### src/rtl/alu_seq_ctrl.sv
// alu_seq_ctrl: issue/writeback controller for an external 8-bit ALU.
// One instruction per handshake, sequenced IDLE -> EXEC -> WB -> IDLE.
// Operands come from a 4x8 register file. Results and {Z,N,C,V} flags are
// committed in WB, and conditional branches are evaluated against the latched flags.
// Optional feature macro: ALU_SEQ_CTRL_ILLEGAL_TRAP_EN (opcodes 1100-1111
// raise err and park the block in HALT until reset).
module alu_seq_ctrl #(
  parameter int DATA_W     = 8,
  parameter int REG_ADDR_W = 2
) (
  input  logic                  clk,
  input  logic                  rst,
  input  logic [15:0]           instr,
  input  logic                  instr_valid,
  output logic                  instr_ready,
  output logic [DATA_W-1:0]     alu_a,
  output logic [DATA_W-1:0]     alu_b,
  output logic [3:0]            alu_sel,
  input  logic [DATA_W-1:0]     alu_result,
  input  logic                  alu_z,
  input  logic                  alu_n,
  input  logic                  alu_c,
  input  logic                  alu_v,
  output logic [3:0]            flags,
  output logic                  done,
  output logic                  branch_taken,
  output logic [DATA_W-1:0]     branch_target,
  input  logic [REG_ADDR_W-1:0] dbg_sel,
  output logic [DATA_W-1:0]     dbg_data,
  output logic                  err
);

  localparam int NREGS = 1 << REG_ADDR_W;

  localparam logic [3:0] OP_CMP = 4'b1001;
  localparam logic [3:0] OP_LDI = 4'b1010;
  localparam logic [3:0] OP_BR  = 4'b1011;

`ifdef ALU_SEQ_CTRL_ILLEGAL_TRAP_EN
  typedef enum logic [1:0] {S_IDLE, S_EXEC, S_WB, S_HALT} state_t;
`else
  typedef enum logic [1:0] {S_IDLE, S_EXEC, S_WB} state_t;
`endif

  state_t            state_q, state_d;
  logic [15:0]       instr_q, instr_d;
  logic [DATA_W-1:0] alu_a_q, alu_a_d;
  logic [DATA_W-1:0] alu_b_q, alu_b_d;
  logic [3:0]        alu_sel_q, alu_sel_d;
  logic [DATA_W-1:0] res_q, res_d;
  logic [3:0]        hflags_q, hflags_d;
  logic [3:0]        flags_q, flags_d;
  logic [DATA_W-1:0] regs_q [NREGS];
  logic [DATA_W-1:0] regs_d [NREGS];

  logic [3:0]            op;
  logic [REG_ADDR_W-1:0] rd;
  logic                  cond_ok;

  assign op = instr_q[15:12];
  assign rd = instr_q[11:10];

  // Branch condition, evaluated against flags as they stood before this branch.
  always_comb begin
    cond_ok = 1'b1;
    case (instr_q[11:8])
      4'd0:    cond_ok = flags_q[3];
      4'd1:    cond_ok = ~flags_q[3];
      4'd2:    cond_ok = flags_q[1];
      4'd3:    cond_ok = flags_q[2];
      4'd4:    cond_ok = flags_q[0];
      default: cond_ok = 1'b1;
    endcase
  end

  // Next-state, datapath capture and writeback commit.
  always_comb begin
    state_d   = state_q;
    instr_d   = instr_q;
    alu_a_d   = alu_a_q;
    alu_b_d   = alu_b_q;
    alu_sel_d = alu_sel_q;
    res_d     = res_q;
    hflags_d  = hflags_q;
    flags_d   = flags_q;
    for (int unsigned i = 0; i < NREGS; i++) regs_d[i] = regs_q[i];
    case (state_q)
      S_IDLE: begin
        if (instr_valid) begin
          instr_d   = instr;
          alu_a_d   = regs_q[instr[11:10]];
          alu_b_d   = regs_q[instr[9:8]];
          alu_sel_d = instr[15:12];
          state_d   = S_EXEC;
        end
      end
      S_EXEC: begin
        res_d    = alu_result;
        hflags_d = {alu_z, alu_n, alu_c, alu_v};
        state_d  = S_WB;
      end
      S_WB: begin
        state_d = S_IDLE;
        if (op <= OP_CMP) begin
          flags_d = hflags_q;
          if (op != OP_CMP) regs_d[rd] = res_q;
        end else if (op == OP_LDI) begin
          regs_d[rd] = instr_q[7:0];
        end
`ifdef ALU_SEQ_CTRL_ILLEGAL_TRAP_EN
        else if (op > OP_BR) begin
          state_d = S_HALT;
        end
`endif
      end
`ifdef ALU_SEQ_CTRL_ILLEGAL_TRAP_EN
      S_HALT:  state_d = S_HALT;
`endif
      default: state_d = S_IDLE;
    endcase
  end

  // State and architectural registers with synchronous reset.
  always_ff @(posedge clk) begin
    if (rst) begin
      state_q   <= S_IDLE;
      instr_q   <= '0;
      alu_a_q   <= '0;
      alu_b_q   <= '0;
      alu_sel_q <= '0;
      res_q     <= '0;
      hflags_q  <= '0;
      flags_q   <= '0;
      for (int unsigned i = 0; i < NREGS; i++) regs_q[i] <= '0;
    end else begin
      state_q   <= state_d;
      instr_q   <= instr_d;
      alu_a_q   <= alu_a_d;
      alu_b_q   <= alu_b_d;
      alu_sel_q <= alu_sel_d;
      res_q     <= res_d;
      hflags_q  <= hflags_d;
      flags_q   <= flags_d;
      for (int unsigned i = 0; i < NREGS; i++) regs_q[i] <= regs_d[i];
    end
  end

  // Status and branch outputs decoded from the current state.
  always_comb begin
    instr_ready   = (state_q == S_IDLE);
    done          = (state_q == S_WB);
    branch_taken  = done && (op == OP_BR) && cond_ok;
    branch_target = branch_taken ? instr_q[7:0] : '0;
`ifdef ALU_SEQ_CTRL_ILLEGAL_TRAP_EN
    err = (state_q == S_HALT) || (done && (op > OP_BR));
`else
    err = 1'b0;
`endif
  end

  assign alu_a    = alu_a_q;
  assign alu_b    = alu_b_q;
  assign alu_sel  = alu_sel_q;
  assign flags    = flags_q;
  assign dbg_data = regs_q[dbg_sel];

endmodule

### config.mk
export PLATFORM = sky130hd
export DESIGN_NAME = alu_seq_ctrl
export DESIGN_NICKNAME = d
export VERILOG_FILES = /design/src/rtl/alu_seq_ctrl.sv
export SDC_FILE = /design/constraint.sdc
export NUM_CORES = 1
export LEC_CHECK = 0
export BUFFER_PORTS_ARGS = -buffer_cell sky130_fd_sc_hd__buf_2
export CAP_MARGIN = 30
export CORE_MARGIN = 2
export CORE_UTILIZATION = 37
export DETAILED_ROUTE_END_ITERATION = 8
export PLACE_DENSITY_LB_ADDON = 0.25
export SLEW_MARGIN = 20
export SYNTH_ARGS = -nofsm -noshare
export SYNTH_HDL_FRONTEND = slang
export SYNTH_SLANG_ARGS = --single-unit
### constraint.sdc
create_clock -name clk -period 1.2 [get_ports clk]
set_input_delay 0.06 -clock clk [delete_from_list [all_inputs] [get_ports clk]]
set_output_delay 0.06 -clock clk [all_outputs]
set_load 0.03 [all_outputs]
==> results.rst <==
.. list-table::
   :header-rows: 1

   * - Metric
     - Value
   * - Average via count per standard cell
     - 5.14
   * - Filler cell count
     - roughly 810
   * - Height of the die
     - 106 um
   * - Yosys top cell area share
     - 0.428
   * - Sequential group share of total power
     - 0.417
   * - Syn. warnings
     - 0
   * - Overall overflow remaining after global route
     - 0
   * - Status
     - finished with violations
   * - Power per standard cell area
     - between 1000 and 1500 nW/um^2
   * - Setup TNS
     - -14.25 ns
   * - Pint
     - 5.09 mW
   * - Top-level port count
     - 77
   * - Seq/Total Area, Yosys
     - 0.428
   * - Final HPWL DP
     - roughly 7500 um
   * - Wire per inst
     - 17.9 um
   * - H-tree levels
     - 3
   * - RSZ-0062 raised after global routing
     - true
   * - Ratio of cells with drive above 1 in the final layout
     - 0.666
   * - Core Region
     - about 10000 sq um
   * - Total iterations of the first detailed-routing run
     - 4
   * - Switching pwr
     - 1.77 mW
   * - Largest incremental delay on the critical path
     - 0.37 ns
   * - Final worst-path cycle share
     - 1.46
   * - Via count of the first global-routing pass
     - 3554
   * - Insertion delay to the later sink of the worst-skew pair
     - 0.38 ns
   * - DIE AREA
     - 11200 sq um
   * - Initial DRC count
     - approximately 140
   * - Critical-path maximum fanout
     - 9
   * - Combinational share of power
     - 0.172
   * - Count of unique library cells instantiated by Yosys
     - 33
   * - Violated checks
     - negative setup slack
   * - Global-route met2 utilization
     - 0.365
   * - Cell-by-cell trace of the critical path
     - and4b_2 > nand3_4 > buf_12 > nor3b_4 > buf_6
   * - Per-instance average area after synthesis
     - 9.35 sq um
   * - Vias
     - 3648
   * - Seq cells post-synth
     - 82
   * - Number of enable flip-flop cells after synthesis
     - 0
   * - Worst Hold Path Cells
     - 2
   * - Signed area change from the synthesized netlist to the final layout
     - 71.0%
   * - Pin count of the biggest net entering global routing
     - 34
   * - Critical Path End Type
     - primary output
   * - Total leakage power
     - 2.97 nW
   * - Clock network fraction of design power
     - 0.411
   * - GR Layer Usage met3
     - 0.0284
   * - Count of max-cap constraint violations
     - 0
   * - Startpoint of the tightest hold check path
     - rst
   * - Post-route DRC
     - 0
   * - Fin. max-slew vios
     - 0
   * - Critical path launch point type
     - flop
   * - Post-route worst hold slack
     - 0.0789 ns
   * - Crit Reg-Reg Startpoint
     - instr_q[14]
   * - Register-to-register setup slack
     - -0.26 ns
   * - Required time of the critical path
     - 1.14 ns
   * - Clock slew seen by the registers of the worst setup and hold paths
     - 0.08 ns
   * - Switching part of the total
     - 0.258
   * - Tightest Hold Check Type
     - in2reg
   * - Setup ws final
     - -0.556 ns
   * - Syn_nets
     - roughly 440
   * - Async set-or-reset flop fraction in the synthesized netlist
     - 0
   * - Final worst path period need
     - 1.76 ns
   * - Final Power
     - just under 7 mW
   * - Number of antenna violations at the first check in global routing
     - 0
   * - Commonest cells in the netlist
     - sky130_fd_sc_hd__nand2_1, sky130_fd_sc_hd__dfxtp_1, sky130_fd_sc_hd__nor2_1
   * - Leading cell types by total area after synthesis
     - sky130_fd_sc_hd__dfxtp_1, sky130_fd_sc_hd__mux4_2, sky130_fd_sc_hd__nand2_1
   * - Met1 GRT Util
     - 0.270
   * - Routing layer with the top usage in global route
     - met2
   * - Setup skew after layout
     - 0.0124 ns
   * - IO buf count
     - 75
   * - Antenna diode count
     - 0
   * - Number of nets in the layout
     - 602
   * - Sink of the worst hold path
     - instr_q[6]
   * - Final count of hold timing violations
     - 0
   * - Cell count after synthesis
     - 410
   * - Library cell with the highest instance count after synthesis
     - sky130_fd_sc_hd__nand2_1
   * - Number of setup violations in the final report
     - 83
   * - Cts bufs inserted
     - 9
   * - Top cell type by total area after synthesis
     - sky130_fd_sc_hd__dfxtp_1
   * - Antenna violation net count after detailed routing
     - 0
   * - Largest vdd supply drop
     - around 0.70 mV
   * - Number of buffers on the longest clock path
     - 2
   * - Area of the multi-input gates
     - 2680 sq um
   * - Global-route usage over all layers
     - 0.215
   * - Row Count
     - 37
   * - Wire length of the first global-routing pass
     - 18400 um
   * - Die W
     - 106 um
   * - WP data arrival
     - 1.70 ns
   * - Max Clk Rate
     - 570 MHz
   * - Post-synthesis instance area
     - 3830 sq um
   * - TritonCTS clock tree
     - done
   * - Worst reg2reg path depth
     - 6
   * - Global placer's final weighted congestion
     - 0.829
   * - Flip-flop cell with the highest count after synthesis
     - sky130_fd_sc_hd__dfxtp_1
   * - Storage cell area
     - ~1700 sq um
   * - Worst-path cell with the longest stage delay
     - sky130_fd_sc_hd__dfxtp_4
   * - Root cell of the clock tree
     - sky130_fd_sc_hd__clkbuf_8
   * - Initial Utilization
     - 0.377
   * - Destination of the worst register-to-register timing path
     - regs_q[1][7]
   * - Aggregate routed wire length
     - 12700 um
   * - Crit Path Class
     - reg2out
   * - Clock Sink Count
     - 82
==> kinds of logic after synthesis <==
family	after synthesis	share of synthesized area
AND/OR/NAND/NOR	191	0.232
flip-flops	82	0.428
AO/OA/AOI/OAI	53	0.0737
multiplexers	48	0.211
buffers and inverters	35	0.0542
other	1	0.000978
==> sequential cells by signal, summed over array words and instances, names as in the netlist <==
| register | count |
|---|---|
| hflags_q | 4 |
| alu_a | 8 |
| regs_q | 32 |
| alu_b | 8 |
| instr_q | 16 |
| state_q | 2 |
| res_q | 8 |
| flags | 4 |
==> routing by layer <==
metal / wire length, um / vias to the layer above
li1: - / 1727
met1: 5200 / 1781
met2: 6540 / 117
met3: 654 / 23
met4: 323 / 0
met5: 0 / -
==> power by group through the flow <==
stage	clock [mW]	sequential [mW]	combinational (mW)
2_1_floorplan	0	2.91	0.479
3_3_place_gp	0	2.91	0.765
3_5_place_dp	0	2.92	0.776
4_1_cts	2.83	2.85	0.979
5_1_grt	2.95	2.87	1.24
6_report	2.81	2.86	1.18
==> critical path, delay by kind of cell, from the launching register on <==
family        cells  cell delay [ns]
simple gates      3             0.62
flops             1             0.37
buf+inv           2             0.32
==> what timing repair did <==
item,CTS,global route
endpoints found under the hold margin,24,0
pin swaps,12,64
cloned,3,5
resized for setup,107,152
hold buffers,24,0
endpoints found under the setup margin,87,88
setup buffers,32,8
==> area by class of cell <==
| cell class | instances | area share |
|---|---|---|
| Timing Repair Buffer | 183 | 0.263 |
| Sequential cell | 82 | 0.259 |
| Clock inverter | 6 | 0.0204 |
| Clock buffer | 10 | 0.0227 |
| Multi-Input combinational cell | 293 | 0.408 |
| Tap cell | 136 | 0.0259 |
==> worst max path at each step <==
stage,startpoint,endpoint,cells past startpoint
after detailed placement,instr_q[14],regs_q[2][5],4
after global routing,instr_q[9],branch_target[3],7
after global placement,instr_q[14],regs_q[2][5],4
after CTS,flags[3],branch_target[6],7
final,instr_q[14],branch_target[2],5
after floorplan,flags[3],branch_target[0],4
==> placed cells by master (no fill, tap or decap), types with 10 or more instances in the layout <==
cell	n
sky130_fd_sc_hd__nor2_1	37
sky130_fd_sc_hd__dfxtp_2	38
sky130_fd_sc_hd__buf_6	42
sky130_fd_sc_hd__buf_12	15
sky130_fd_sc_hd__nand2_2	20
sky130_fd_sc_hd__dfxtp_1	41
sky130_fd_sc_hd__mux2i_1	16
sky130_fd_sc_hd__buf_2	55
sky130_fd_sc_hd__a21oi_1	13
sky130_fd_sc_hd__buf_4	41
sky130_fd_sc_hd__a21oi_2	35
sky130_fd_sc_hd__dlygate4sd3_1	24
sky130_fd_sc_hd__nand2_4	32
sky130_fd_sc_hd__nand2_1	41
sky130_fd_sc_hd__nor2_4	10
sky130_fd_sc_hd__nor3_2	11
sky130_fd_sc_hd__mux4_2	24
==> per-stage QoR <==
stage	area [sq um]	setup WS, ns	std cells	util
3_3_place_gp	4830	-0.247	630	0.475
2_1_floorplan	4030	-0.260	410	-
6_report	6560	-0.556	710	0.644
3_5_place_dp	4830	-0.302	630	0.475
4_1_cts	5970	-0.562	705	0.586
5_1_grt	6560	-0.598	710	0.644
(Power assumes the default switching activity.)
